--- src/rtl/freq_meter_pkg.sv ---
// rtl/freq_meter_pkg.sv - shared types and defaults for the frequency meter sequencer
// Purpose: state encoding, range constants and default gate lengths/limits.
// Ports: none (package).
package freq_meter_pkg;

    typedef enum logic [1:0] {
        ST_IDLE = 2'd0,
        ST_GATE = 2'd1,
        ST_HOLD = 2'd2
    } state_t;

    localparam logic [1:0] RANGE_MAX = 2'd2;

    localparam int DEF_GATE0_CYC   = 100_000_000;
    localparam int DEF_GATE1_CYC   = 10_000_000;
    localparam int DEF_GATE2_CYC   = 1_000_000;
    localparam int DEF_CNT_W       = 14;
    localparam int DEF_OVF_LIMIT   = 9999;
    localparam int DEF_UNDER_LIMIT = 1000;

endpackage

--- src/rtl/freq_meter_ctrl_if.sv ---
// rtl/freq_meter_ctrl_if.sv - result handshake between the sequencer and the display path
// Purpose: carries one finished measurement with a valid/ready handshake.
// Signals: Count, Range, Overflow, Valid (producer -> consumer), Ready (consumer -> producer).
// Modports: master (sequencer side), slave (display side).
interface freq_meter_ctrl_if
    import freq_meter_pkg::*;
#(
    parameter int CNT_W = DEF_CNT_W
);
    logic [CNT_W-1:0] Count;
    logic [1:0]       Range;
    logic             Overflow;
    logic             Valid;
    logic             Ready;

    modport master (output Count, output Range, output Overflow, output Valid, input Ready);
    modport slave  (input Count, input Range, input Overflow, input Valid, output Ready);
endinterface

--- src/rtl/fx_edge_sync.sv ---
// rtl/fx_edge_sync.sv - Fxin synchroniser and rising-edge pulse
// Purpose: brings the asynchronous measured signal into the Clk domain and
//          emits a one-cycle pulse per rising edge (2-3 cycles of latency).
// Ports: Clk, Rst (async, active high), Fxin (async input), rise (1-cycle pulse).
module fx_edge_sync (
    input  logic Clk,
    input  logic Rst,
    input  logic Fxin,
    output logic rise
);
    // sh[0], sh[1] form the synchroniser; sh[2] is the delayed copy for edge detect
    logic [2:0] sh;

    always_ff @(posedge Clk or posedge Rst) begin
        if (Rst) begin
            sh <= 3'b000;
        end else begin
            sh <= {sh[1:0], Fxin};
        end
    end

    assign rise = sh[1] & ~sh[2];
endmodule

--- src/rtl/freq_meter_ctrl.sv ---
// rtl/freq_meter_ctrl.sv - auto-ranging gate sequencer and edge counter
// Purpose: opens gate windows, counts Fxin rising edges inside them, auto-ranges
//          across three gate lengths and hands each result over a valid/ready bus.
// Ports: Clk, Rst (async, active high), Fxin (measured signal), Start, Cont,
//        Gate (window active), res (result bus, master side).
module freq_meter_ctrl
    import freq_meter_pkg::*;
#(
    parameter int GATE0_CYC   = DEF_GATE0_CYC,
    parameter int GATE1_CYC   = DEF_GATE1_CYC,
    parameter int GATE2_CYC   = DEF_GATE2_CYC,
    parameter int CNT_W       = DEF_CNT_W,
    parameter int OVF_LIMIT   = DEF_OVF_LIMIT,
    parameter int UNDER_LIMIT = DEF_UNDER_LIMIT
) (
    input  logic Clk,
    input  logic Rst,
    input  logic Fxin,
    input  logic Start,
    input  logic Cont,
    output logic Gate,
    freq_meter_ctrl_if.master res
);
    // Range 0 is the longest gate, so its length sizes the timer
    localparam int TMR_W = $clog2(GATE0_CYC);

    localparam logic [CNT_W-1:0] OVF_VAL   = CNT_W'(OVF_LIMIT);
    localparam logic [CNT_W-1:0] OVF_ABORT = CNT_W'(OVF_LIMIT + 1);
    localparam logic [CNT_W-1:0] UNDER_VAL = CNT_W'(UNDER_LIMIT);

    // Timer counts down from length-1 to 0, so Gate is high for exactly 'length' cycles
    function automatic logic [TMR_W-1:0] gate_load(input logic [1:0] r);
        case (r)
            2'd0:    return TMR_W'(GATE0_CYC - 1);
            2'd1:    return TMR_W'(GATE1_CYC - 1);
            default: return TMR_W'(GATE2_CYC - 1);
        endcase
    endfunction

    state_t           state, state_nxt;
    logic [TMR_W-1:0] tmr;
    logic [CNT_W-1:0] cnt, cnt_nxt, count_q;
    logic [1:0]       rng, range_q;
    logic             sat, sat_nxt, ovf_q;
    logic             fx_rise, step, at_limit, ovf_hit, last_ovf, gate_end, win_start;

    fx_edge_sync u_sync (
        .Clk  (Clk),
        .Rst  (Rst),
        .Fxin (Fxin),
        .rise (fx_rise)
    );

    // Counter sitting at OVF_LIMIT+1 marks the abort cycle: Gate drops for that
    // single cycle while the next, shorter window is armed.
    assign ovf_hit   = (state == ST_GATE) && (cnt == OVF_ABORT);
    assign Gate      = (state == ST_GATE) && !ovf_hit;
    assign step      = Gate && fx_rise;
    assign at_limit  = (cnt == OVF_VAL);
    // An abort-causing edge on the last gate cycle takes priority over gate end
    assign last_ovf  = step && at_limit && (rng != RANGE_MAX);
    assign gate_end  = Gate && (tmr == '0) && !last_ovf;
    assign win_start = (state != ST_GATE) && (state_nxt == ST_GATE);

    // Range 2 saturates instead of aborting
    always_comb begin
        cnt_nxt = cnt;
        sat_nxt = sat;
        if (step) begin
            if (at_limit && (rng == RANGE_MAX)) begin
                sat_nxt = 1'b1;
            end else begin
                cnt_nxt = cnt + CNT_W'(1);
            end
        end
    end

    always_comb begin
        state_nxt = state;
        case (state)
            ST_IDLE: if (Start || Cont) state_nxt = ST_GATE;
            ST_GATE: if (gate_end) state_nxt = ST_HOLD;
            ST_HOLD: if (res.Ready) state_nxt = Cont ? ST_GATE : ST_IDLE;
            default: state_nxt = ST_IDLE;
        endcase
    end

    always_ff @(posedge Clk or posedge Rst) begin
        if (Rst) begin
            state   <= ST_IDLE;
            tmr     <= '0;
            cnt     <= '0;
            sat     <= 1'b0;
            rng     <= 2'd0;
            count_q <= '0;
            range_q <= 2'd0;
            ovf_q   <= 1'b0;
        end else begin
            state <= state_nxt;
            if (win_start) begin
                tmr <= gate_load(rng);
                cnt <= '0;
                sat <= 1'b0;
            end else if (ovf_hit) begin
                tmr <= gate_load(rng + 2'd1);
                cnt <= '0;
                sat <= 1'b0;
                rng <= rng + 2'd1;
            end else begin
                cnt <= cnt_nxt;
                sat <= sat_nxt;
                if (Gate && (tmr != '0)) tmr <= tmr - TMR_W'(1);
            end
            if (gate_end) begin
                count_q <= cnt_nxt;
                range_q <= rng;
                ovf_q   <= sat_nxt;
                // Underrange: report as measured, then lengthen the next gate
                if ((cnt_nxt < UNDER_VAL) && (rng != 2'd0)) rng <= rng - 2'd1;
            end
        end
    end

    assign res.Count    = count_q;
    assign res.Range    = range_q;
    assign res.Overflow = ovf_q;
    assign res.Valid    = (state == ST_HOLD);
endmodule

--- src/flat_wrapper.sv ---
// flat-port wrapper written by rule: the top's interface ports become plain ports
module freq_meter_ctrl_flat import freq_meter_pkg::*;
#(
    parameter int GATE0_CYC   = DEF_GATE0_CYC,
    parameter int GATE1_CYC   = DEF_GATE1_CYC,
    parameter int GATE2_CYC   = DEF_GATE2_CYC,
    parameter int CNT_W       = DEF_CNT_W,
    parameter int OVF_LIMIT   = DEF_OVF_LIMIT,
    parameter int UNDER_LIMIT = DEF_UNDER_LIMIT
)
  (Clk, Rst, Fxin, Start, Cont, Gate, res_Count, res_Range, res_Overflow, res_Valid, res_Ready);
  freq_meter_ctrl_if #(.CNT_W(CNT_W)) res_i ();
  input  logic Clk;
  input  logic Rst;
  input  logic Fxin;
  input  logic Start;
  input  logic Cont;
  output logic Gate;
  output wire logic [$bits(res_i.Count)-1:0] res_Count;
  output wire logic [$bits(res_i.Range)-1:0] res_Range;
  output wire logic [$bits(res_i.Overflow)-1:0] res_Overflow;
  output wire logic [$bits(res_i.Valid)-1:0] res_Valid;
  input wire logic [$bits(res_i.Ready)-1:0] res_Ready;
  assign res_Count = res_i.Count;
  assign res_Range = res_i.Range;
  assign res_Overflow = res_i.Overflow;
  assign res_Valid = res_i.Valid;
  assign res_i.Ready = res_Ready;
  freq_meter_ctrl #(.GATE0_CYC(GATE0_CYC), .GATE1_CYC(GATE1_CYC), .GATE2_CYC(GATE2_CYC), .CNT_W(CNT_W), .OVF_LIMIT(OVF_LIMIT), .UNDER_LIMIT(UNDER_LIMIT)) u_core (.Clk(Clk), .Rst(Rst), .Fxin(Fxin), .Start(Start), .Cont(Cont), .Gate(Gate), .res(res_i));
endmodule
--- config.mk ---
export PLATFORM = sky130hd
export DESIGN_NAME = freq_meter_ctrl_flat
export DESIGN_NICKNAME = d
export VERILOG_FILES = /design/src/rtl/freq_meter_pkg.sv /design/src/rtl/freq_meter_ctrl_if.sv /design/src/rtl/fx_edge_sync.sv /design/src/rtl/freq_meter_ctrl.sv /design/src/flat_wrapper.sv
export SDC_FILE = /design/constraint.sdc
export NUM_CORES = 1
export LEC_CHECK = 0
export ABC_AREA = 1
export CORE_UTILIZATION = 33
export DETAILED_ROUTE_END_ITERATION = 8
export SYNTH_ARGS = -nofsm -noshare
export SYNTH_HDL_FRONTEND = slang
export SYNTH_SLANG_ARGS = --single-unit
--- constraint.sdc ---
create_clock -name Clk -period 5.3 [get_ports Clk]
set_input_delay 0.53 -clock Clk [delete_from_list [all_inputs] [get_ports Clk]]
set_output_delay 0.53 -clock Clk [all_outputs]
set_load 0.01 [all_outputs]
# == Word level (Yosys, flattened, before mapping) ==
# Cells that the tools add are included.
# totals
reg_bits,66
inputBits,6
output_inout_bits,19
word_cells,69
# classes
addsub,4
magnitude_cmp,1
eq_ne,10
mux,22
bitwise_logic,2
reduce_logical,21
# ops
op,n
$pmux 27 s2,2
$mux 27,3
$mux 14,4
$eq 14x14->1 const B,2
$logic_not 27->1,1
$reduce_bool 27->1,1
$sub 27x1->27 const B,1
$add 14x1->14 const B,1
$lt 14x10->1 const B,1
$mux 2,7
$logic_and 1x1->1,11
$eq 2x1->1 const B,4
$logic_not 2->1,3
$pmux 2 s3,1
$mux 1,5
$eq 2x2->1 const B,2
$reduce_bool 3->1,1
$add 2x1->2 const B,1
$logic_not 1->1,2
$ne 2x1->1 const B,1
$ne 2x2->1 const B,1
$reduce_bool 2->1,1
$sub 2x1->2 const B,1
$and 1x1->1,1
other kinds (2),2

# == Longest topological paths before layout ==
# Gate-level depths: netlist of run 1.
# logic_depth
depth_word,16
depth_mapped,19
depth_no_buf,19

# == Hierarchy ==
# A second synthesis of run 1 with hierarchy kept.
# hier_totals
hier_cells,514
area_unflattened_um2,3947.5
# by_module_without_submodules
mod,instances,cells_each,area_per_inst_um2,seq_area_each_um2
freq_meter_ctrl,1,508,3858.7,1576.5
fx_edge_sync,1,6,88.8,75.1

# == Worst setup path before layout of run 1 ==
# No wires, ideal clock.
# synth_path
kind,register to register
startpoint,reg u_core.cnt[0]
endpoint,reg u_core.rng[0]
setup_ps,113
arrival_ps,1842
required_time_ps,5187
slack_ps,3345
path_stages_with_launch,19
n_path_buf,1
synth_period_minus_slack_ps,1955
path_cell_list,dfrtp_1 inv_1 ha_1 inv_1 nor2_1 nand2_1 nor2_4 nand2_4 nand3_4 buf_8 nor2_1 nor2_2 nand2_1 nand4_2 nand2_2 nand2_1 nand2_1 nand2_1 inv_1
# synth_between
elab_chain_len,16
elab_cells_between_ends,25
cone_classes,add/sub (1); order compare (1); eq/ne (3); mux (8); reduce/logical (12)
# synth_lines
element,line,source
from (decl),freq_meter_ctrl.sv:42,"logic [CNT_W-1:0] cnt, cnt_nxt, count_q;"
from (signal assigned),freq_meter_ctrl.sv:110,cnt <= cnt_nxt;
branches (longest 15 deep; another with $add 14x1->14),n/a,
$mux 2 *,freq_meter_ctrl.sv:114,if (gate_end) begin
to (signal assigned),freq_meter_ctrl.sv:108,rng <= rng + 2'd1;
to (signal assigned),freq_meter_ctrl.sv:119,if ((cnt_nxt < UNDER_VAL) && (rng != 2'd0)) rng <= rng - 2'd1;
to (decl),freq_meter_ctrl.sv:43,"logic [1:0] rng, range_q;"
# Mark *: on every way between the ends.
# A chain may end at the register's enable or synchronous reset.

# == Worst setup path after layout of run 1 ==
# layout_path
startpoint,reg u_core.cnt[0]
endpoint,reg u_core.tmr[21]
# layout_between
elab_chain_len,14
elab_cells_between_ends,19
cone_classes,eq/ne (3); mux (4); reduce/logical (12)
# layout_lines
element,line,source
$eq 14x14->1,freq_meter_ctrl.sv:56,assign ovf_hit = (state == ST_GATE) && (cnt == OVF_ABORT);
$logic_and 1x1->1,freq_meter_ctrl.sv:56,
$logic_not 1->1,freq_meter_ctrl.sv:57,assign Gate = (state == ST_GATE) && !ovf_hit;
$logic_and 1x1->1,freq_meter_ctrl.sv:57,
$logic_and 1x1->1,freq_meter_ctrl.sv:58,assign step = Gate && fx_rise;
$logic_and 1x1->1 (2 in a row),freq_meter_ctrl.sv:61,assign last_ovf = step && at_limit && (rng != RANGE_MAX);
$logic_not 1->1,freq_meter_ctrl.sv:62,assign gate_end = Gate && (tmr == '0) && !last_ovf;
$logic_and 1x1->1,freq_meter_ctrl.sv:62,
$mux 2,freq_meter_ctrl.sv:82,ST_GATE: if (gate_end) state_nxt = ST_HOLD;
$pmux 2 s3,freq_meter_ctrl.sv:80,case (state)
$eq 2x1->1,freq_meter_ctrl.sv:63,assign win_start = (state != ST_GATE) && (state_nxt == ST_GATE);
$logic_and 1x1->1,freq_meter_ctrl.sv:63,
$reduce_bool 3->1 (no line) / $mux 27 (equally long branches),n/a,
to (signal assigned),freq_meter_ctrl.sv:101,tmr <= gate_load(rng);
to (signal assigned),freq_meter_ctrl.sv:105,tmr <= gate_load(rng + 2'd1);
to (signal assigned),freq_meter_ctrl.sv:112,if (Gate && (tmr != '0)) tmr <= tmr - TMR_W'(1);
to (decl),freq_meter_ctrl.sv:41,logic [TMR_W-1:0] tmr;
# Several ways; a longest one is shown, not always the timed one.

==> results of run 1 <==
==> final cells by class <==
cell class                      instances  area share (%)
Multi-Input combinational cell        377            42.8
Tap cell                              143            3.82
Clock buffer                           11            5.40
Sequential cell                        66            35.3
Inverter                               75            6.07
Timing Repair Buffer                   25            5.29
Clock inverter                          5            1.34
==> flip-flops by register name, summed over array words and instances (netlist names) <==
register and cells:
u_core.tmr 27, u_core.cnt 14, u_core.res.Count 14, u_core.u_sync.sh 3
u_core.res.Range 2, u_core.rng 2, u_core.state 2, u_core.res.Overflow 1
u_core.sat 1
==> stage by stage <==
step / hold slack [ns] / setup WS [ns] / power (W) / util [%] / cell area [um^2]
global placement: 0.339 / 2.39 / 0.00111 / 37.6 / 4360
finish: 0.353 / 2.60 / 0.00174 / 40.3 / 4680
CTS: 0.353 / 2.57 / 0.00175 / 40.3 / 4680
floorplan: 0.331 / 3.12 / 0.00101 / - / 3990
detailed placement: 0.343 / 2.35 / 0.00112 / 37.6 / 4360
global route: 0.358 / 2.39 / 0.00186 / 40.3 / 4680
==> placed cells by master, fill, tap and decap left out, types with 6 or more instances in the layout <==
| cell type | netlist | routed |
|---|---|---|
| sky130_fd_sc_hd__nand2_1 | 117 | 117 |
| sky130_fd_sc_hd__nor2_1 | 75 | 75 |
| sky130_fd_sc_hd__inv_1 | 68 | 67 |
| sky130_fd_sc_hd__dfrtp_1 | 66 | 66 |
| sky130_fd_sc_hd__o21ai_0 | 38 | 38 |
| sky130_fd_sc_hd__a21oi_1 | 27 | 27 |
| sky130_fd_sc_hd__clkdlybuf4s50_1 | 0 | 24 |
| sky130_fd_sc_hd__nand3_1 | 23 | 23 |
| sky130_fd_sc_hd__nand4_1 | 14 | 14 |
| sky130_fd_sc_hd__xor2_1 | 11 | 11 |
| sky130_fd_sc_hd__ha_1 | 11 | 11 |
| sky130_fd_sc_hd__clkbuf_16 | 0 | 9 |
| sky130_fd_sc_hd__nor2_4 | 8 | 8 |
| sky130_fd_sc_hd__inv_2 | 6 | 7 |
| sky130_fd_sc_hd__nor3_1 | 6 | 6 |
==> worst max-delay path, stage by stage, from the launching register on <==
cell,delay (ns)
sky130_fd_sc_hd__dfrtp_1,0.44
sky130_fd_sc_hd__inv_1,0.15
sky130_fd_sc_hd__ha_1,0.16
sky130_fd_sc_hd__inv_1,0.04
sky130_fd_sc_hd__nor2_1,0.08
sky130_fd_sc_hd__nand2_1,0.09
sky130_fd_sc_hd__nor2_4,0.18
sky130_fd_sc_hd__nand3_4,0.16
sky130_fd_sc_hd__nand2_4,0.31
sky130_fd_sc_hd__inv_2,0.22
sky130_fd_sc_hd__nand2_4,0.22
sky130_fd_sc_hd__inv_4,0.12
sky130_fd_sc_hd__nor2_4,0.15
sky130_fd_sc_hd__inv_1,0.07
sky130_fd_sc_hd__a31oi_1,0.14
sky130_fd_sc_hd__a21oi_1,0.06
==> synth_stat cells, types with 4 or more instances <==
cell and instances:
sky130_fd_sc_hd__a22oi_1 4, sky130_fd_sc_hd__nor2_4 8, sky130_fd_sc_hd__dfrtp_1 66, sky130_fd_sc_hd__nand3_1 23, sky130_fd_sc_hd__ha_1 11, sky130_fd_sc_hd__nor3_1 6, sky130_fd_sc_hd__o21ai_0 38, sky130_fd_sc_hd__clkbuf_1 4
sky130_fd_sc_hd__buf_2 4, sky130_fd_sc_hd__nand2_1 117, sky130_fd_sc_hd__nand2_2 4, sky130_fd_sc_hd__a21oi_1 27, sky130_fd_sc_hd__nor2_2 4, sky130_fd_sc_hd__a31oi_1 4, sky130_fd_sc_hd__inv_1 68, sky130_fd_sc_hd__nor2_1 75
sky130_fd_sc_hd__inv_2 6, sky130_fd_sc_hd__nand4_1 14, sky130_fd_sc_hd__xor2_1 11
==> cells by family after synthesis <==
group,synth area share (%)
compound gates,12.2
xor+xnor,2.86
fa+ha+maj,3.45
buf+inv,8.38
flops,41.4
simple gates,31.7
==> how the worst min path moves through the flow <==
stage | start | end | slack, ns | depth (start not counted)
6_report | u_core.u_sync.sh[0] | u_core.u_sync.sh[1] | 0.35 | 0
5_1_grt | u_core.u_sync.sh[0] | u_core.u_sync.sh[1] | 0.36 | 0
4_1_cts | u_core.u_sync.sh[0] | u_core.u_sync.sh[1] | 0.35 | 0
3_5_place_dp | u_core.u_sync.sh[0] | u_core.u_sync.sh[1] | 0.34 | 0
3_3_place_gp | u_core.u_sync.sh[0] | u_core.u_sync.sh[1] | 0.34 | 0
2_1_floorplan | u_core.u_sync.sh[0] | u_core.u_sync.sh[1] | 0.33 | 0
==> per-layer routing <==
| layer | track usage [%] | vias to the layer above | part of all wire (%) |
|---|---|---|---|
| met3 | 3.43 | 9 | 4.3 |
| met4 | 6.94 | 0 | 1.5 |
| li1 | - | 1751 | - |
| met2 | 25.0 | 62 | 43 |
| met1 | 23.0 | 1586 | 51 |
| met5 | 0 | - | 0 |
==> report_power, final <==
part	switching, W	leakage [nW]	internal (W)
sequential	0.000110	0.828	0.000602
combinational	0.000258	1.28	0.000146
clock	0.000233	0.148	0.000391
total	0.000601	2.26	0.00114
==> results by group, run 1 <==
Global routing
  • Global-route usage over all layers: between 10% and 20%
  • Pin count of the biggest net entering global routing: 67
  • Final global-route overflow total: 0
  • Number of global-route vias before repair: between 3k and 4k
  • Wire length of the first global-routing pass: between 15000 and 20000 um
  • Initial antenna violation count: 0

Clock network
  • Cts bufs inserted: 9
  • CTS H-Tree Depth: 3
  • CTS tree: built
  • Setup fix buffers added after clock tree synthesis: 0
  • Maximum buffer depth of the clock tree: 2
  • Clock insertion delay at the later pin of the skew report: between 0.3 and 0.4 ns
  • CTS Hold Buffers Added: 0
  • Cts repair resizes: 0
  • Clock-pin transition on the worst setup and hold timing paths: about 0.06 ns
  • Clock Tree Root: sky130_fd_sc_hd__clkbuf_16
  • Num Clock Sinks: 66

Synthesis
  • Netlist area before placement: 3990 um^2
  • Synthesized area per cell: 7.57 um^2
  • Fraction of the yosys area taken by sequential cells: 41.4%
  • Count of unique library cells instantiated by Yosys: 41
  • FFs w/ async S/R, synth: 100%
  • Synthesized instance count: roughly 530
  • Ranking of synthesized cells by area: sky130_fd_sc_hd__dfrtp_1 41%, sky130_fd_sc_hd__nand2_1 11%, sky130_fd_sc_hd__nor2_1 7.1%
  • Post-synthesis register bit count: between 60 and 70
  • Synth Net Count: 544
  • Area fraction of the dominant cell type after synthesis: 41.4%
  • Post-synth top area cell: sky130_fd_sc_hd__dfrtp_1
  • Main flop type after synthesis: sky130_fd_sc_hd__dfrtp_1
  • Post-synth EDFFs: 0
  • Count of warnings emitted by yosys: 0

Drt
  • DR DRC count: 1
  • Count of routing violations after the opening detailed-route iteration: 197
  • Post-DRT Antenna Nets: 0
  • Router iterations before antenna repair: 6
  • Routed wire length: 9370 um
  • Overall via count from detail_route: 3408
  • Avg WL per Cell: 13.4 um
  • Post-detailed-route via-to-cell ratio: 4.85

Timing
  • Fin crit period: 2.70 ns
  • Worst slew margin relative to its limit: 42.5%
  • Unrepaired setup endpoints after global routing: no
  • Final hold viol count: 0
  • Final setup vio count: 0
  • Total negative setup slack: 0 ns
  • Timing-limited maximum frequency: 371 MHz
  • Post-route clock skew: 0.00758 ns
  • Pins over their slew limit: 0
  • Final critical-path share of the clock period: 50.9%
  • Slew at the pin closest to its max-slew limit: 0.863 ns

Floorplanning
  • Die boundary height: 112 um
  • Core Footprint: between 10000 and 15000 um^2
  • Top Ports: 25
  • Floorplan die area: 12500 um^2
  • Starting utilization of the core area: 34.3%
  • Count of standard-cell rows: 39
  • Chip Width: between 100 and 150 um

Critical path
  • Endpoint arrival time on the critical path: around 3 ns
  • Worst setup path category: reg2reg
  • Path depth of the worst reg2reg path: 15
  • Origin of the worst setup path: u_core.cnt[0]
  • Reg-to-reg startpoint: u_core.cnt[0]
  • Critical Path End: u_core.tmr[21]
  • Setup crit end kind: flop
  • Flop-to-flop setup slack: 2.60 ns
  • Endpoint of the worst-slack reg-to-reg timing path: u_core.tmr[21]
  • Nature of the critical path startpoint: flop
  • Maximum fanout count along the critical path: 24
  • Required time at the worst-slack endpoint: between 5 and 6 ns

Worst hold path
  • Hold/Removal Path Class: reg2reg

Cells and area
  • Post-layout net count: 571
  • Fill count: 1169
  • Synthesis-to-finish area growth: 17.4%
  • Multi-input combinational cell area: roughly 2000 um^2
  • FF/Latch Area: 1650 um^2
  • Antenna diode count: 0
  • Number of standard cells in the layout, taps in and fillers out: 702
  • Layout cell share with drive strength beyond 1: 10.4%

Power
  • IR drop worst, VDD: 0.145 mV
  • Power per unit of standard cell area: between 300 and 400 nW/um^2
  • Static leakage: approximately 2.3 nW

Placement
  • Gpl congestion: approximately 0.82
  • Placed Cells incl. Taps: 686
  • Final HPWL DP: 6650 um
  • I/O Buffers: 24

Status
  • Outcome: complete, but fails checks
  • Violations in the final reports: DRC

Run
  • Max-cap violations: 0
(Power assumes the default switching activity.)
==> run 2: changes to the inputs <==
==> constraint.sdc (replaced) <==
create_clock -name Clk -period 2.4 [get_ports Clk]
set_input_delay 0.24 -clock Clk [delete_from_list [all_inputs] [get_ports Clk]]
set_output_delay 0.24 -clock Clk [all_outputs]
set_load 0.01 [all_outputs]
==> run 2 against run 1 <==
The flow still finishes with violations (DRC). Utilization grew 1.5 points. Largest cell class unchanged. Global-route usage hardly changed. Critical endpoint is now u_core.rng[0]. Largest power group unchanged. Die area unchanged. Maximum frequency up 16%.
==> results by group, run 2 (same netlist as run 1, synthesis figures left out) <==
Placement
  • Placed Cells incl. Taps: around 690
  • Total cell area at the placement stage: 4440 um^2
  • I/O Buffers: 24
  • Gpl congestion: about 0.9
  • Final HPWL DP: 6990 um
  • DP Worst Slack: 0.125 ns

Timing
  • Post-route clock skew: 0.0103 ns
  • Final setup vio count: 0
  • Slew at the pin closest to its max-slew limit: approximately 0.48 ns
  • Pins over their slew limit: 0
  • Final hold viol count: 0
  • PnR worst setup slack: 0.0791 ns
  • Worst slew margin relative to its limit: 67.6%
  • Final critical-path share of the clock period: a little over nine tenths
  • Fin crit period: 2.32 ns
  • Timing-limited maximum frequency: 431 MHz

Clock network
  • CTS tree: built
  • Clock Tree Root: sky130_fd_sc_hd__clkbuf_16
  • Clock insertion delay at the later pin of the skew report: 0.34 ns
  • Cts bufs inserted: 9
  • Num Clock Sinks: 66
  • Maximum buffer depth of the clock tree: 2
  • CTS H-Tree Depth: 3
  • Clock-pin transition on the worst setup and hold timing paths: 0.06 ns
  • CTS Hold Buffers Added: 0

Status
  • Violations in the final reports: DRC
  • Outcome: complete, but fails checks

Drt
  • Overall via count from detail_route: around 3.6k
  • Routed wire length: 9810 um
  • DR DRC count: 1
  • Post-DRT Antenna Nets: 0
  • Count of routing violations after the opening detailed-route iteration: 206
  • Avg WL per Cell: roughly 14 um
  • Post-detailed-route via-to-cell ratio: 4.99
  • Router iterations before antenna repair: 9

Cells and area
  • Post-layout net count: approximately 590
  • Fill count: 1185
  • Commonest non-fill, non-tap cells in the layout: 117 x sky130_fd_sc_hd__nand2_1, 75 x sky130_fd_sc_hd__nor2_1, 66 x sky130_fd_sc_hd__inv_1, 65 x sky130_fd_sc_hd__dfrtp_1, 38 x sky130_fd_sc_hd__o21ai_0
  • Largest register FFs: 27
  • Synthesis-to-finish area growth: 21.8%
  • Most frequent standard cell in the layout excluding fill and tap cells: sky130_fd_sc_hd__nand2_1
  • Number of standard cells in the layout, taps in and fillers out: 716
  • Design area: roughly 4900 um^2
  • Top reg by flops: u_core.tmr
  • Layout cell share with drive strength beyond 1: approximately 13%
  • Antenna diode count: 0

Power
  • Part of the total power dissipated in sequential elements: between 30% and 40%
  • Power per unit of standard cell area: 835 nW/um^2
  • Switching part of the total power: 33.5%
  • Combinational cell fraction of total power: 22.6%
  • Clk pwr share: 38.7%
  • IR drop worst, VDD: between 0.3 and 0.4 mV
  • Total power: 0.00405 W
  • Net load switching power: 0.00136 W
  • Internal Power: 0.00269 W
  • Static leakage: 2.35 nW

Global routing
  • Initial antenna violation count: 0
  • Global-route usage over all layers: 16.6%
  • Pin count of the biggest net entering global routing: 67
  • Final global-route overflow total: 0
  • Wire length of the first global-routing pass: roughly 17000 um
  • Number of global-route vias before repair: 3386

Floorplanning
  • Die boundary height: 112 um
  • Floorplan die area: approximately 13000 um^2
  • Starting utilization of the core area: 34.3%
  • Core Footprint: 11600 um^2
  • Chip Width: 112 um
  • Top Ports: 25
  • Count of standard-cell rows: 39

Run
  • Max-cap violations: 0

Critical path
  • Flop-to-flop setup slack: 0.08 ns
  • Nature of the critical path startpoint: flop
  • Setup crit end kind: flop
  • Endpoint arrival time on the critical path: 2.56 ns
  • Required time at the worst-slack endpoint: 2.64 ns
  • Worst setup path category: reg2reg
  • Maximum fanout count along the critical path: 6

Worst hold path
  • Hold/Removal Path Class: in2async
[run 2: cell count changes in the layout (fill, tap and decap cells not counted), sizes merged]
cell      before  now
bufinv         1    3
clkbuf        11    9
buf            1   14
inv           75   77
nand3         28   29
clkinvlp       2    0
[run 2: critical path, cell delays in order (launching register included)]
cell	delay, ns
sky130_fd_sc_hd__dfrtp_2	0.44
sky130_fd_sc_hd__inv_2	0.09
sky130_fd_sc_hd__ha_1	0.14
sky130_fd_sc_hd__inv_1	0.04
sky130_fd_sc_hd__nor2_1	0.07
sky130_fd_sc_hd__nand2_1	0.09
sky130_fd_sc_hd__nor2_4	0.21
sky130_fd_sc_hd__nand2_4	0.10
sky130_fd_sc_hd__nand3_4	0.11
sky130_fd_sc_hd__inv_2	0.08
sky130_fd_sc_hd__nand2_1	0.06
sky130_fd_sc_hd__nand2_1	0.08
sky130_fd_sc_hd__nor2_1	0.16
sky130_fd_sc_hd__nand2_1	0.09
sky130_fd_sc_hd__nor2_1	0.13
sky130_fd_sc_hd__nand2_2	0.09
sky130_fd_sc_hd__nand2_1	0.06
sky130_fd_sc_hd__nand2_1	0.05
sky130_fd_sc_hd__nand2_1	0.07
sky130_fd_sc_hd__inv_1	0.04
[run 2: layout make-up]
cell class                 count  area [um^2]  share of cell area, %
multi-input combinational    378         2020                   41.6
sequential                    66         1650                   34.0
timing repair buffer          38          370                   7.63
inverter                      75          284                   5.85
clock buffer                   9          225                   4.64
tap                          143          179                   3.68
clock inverter                 7          125                   2.58
[run 2: stage by stage]
stage               setup TNS [ns]  hold WS (ns)  util (%)
finish                           0         0.298      41.8
global placement                 0         0.335      38.2
detailed placement               0         0.342      38.2
CTS                              0         0.324      41.3
floorplan                        0         0.271         -
global route               -0.0242         0.352      41.8
[run 2: repair_timing]
item                       CTS  global route
resized for setup            1             2
setup endpoints to repair    1             3
pin swaps                    0             1
cloned                       0             1
buffers inserted             0             6
[run 2: power by group through the flow]
| stage | combinational, W | clock (W) | sequential (W) |
|---|---|---|---|
| 2_1_floorplan | 0.000720 | 0 | 0.00152 |
| 3_3_place_gp | 0.000876 | 0 | 0.00158 |
| 3_5_place_dp | 0.000902 | 0 | 0.00158 |
| 4_1_cts | 0.000906 | 0.00159 | 0.00156 |
| 5_1_grt | 0.00107 | 0.00164 | 0.00161 |
| 6_report | 0.000914 | 0.00157 | 0.00157 |
[run 2: path summary, 6_finish.rpt]
kind,start,endpoint,depth (start not counted)
max,u_core.cnt[0],u_core.rng[0],19
min,Rst,u_core.tmr[9],3
max reg2reg,u_core.cnt[0],u_core.rng[0],19
min reg2reg,u_core.u_sync.sh[0],u_core.u_sync.sh[1],0
max in group asynchronous,Rst,u_core.tmr[3],3
min in group Clk,Fxin,u_core.u_sync.sh[0],1
[run 2: metal layers]
layer  routed length, um  track usage [%]
met5                   0                0
met4                 172             5.68
met3                 438             3.05
met2                4380             26.1
met1                4820             22.8
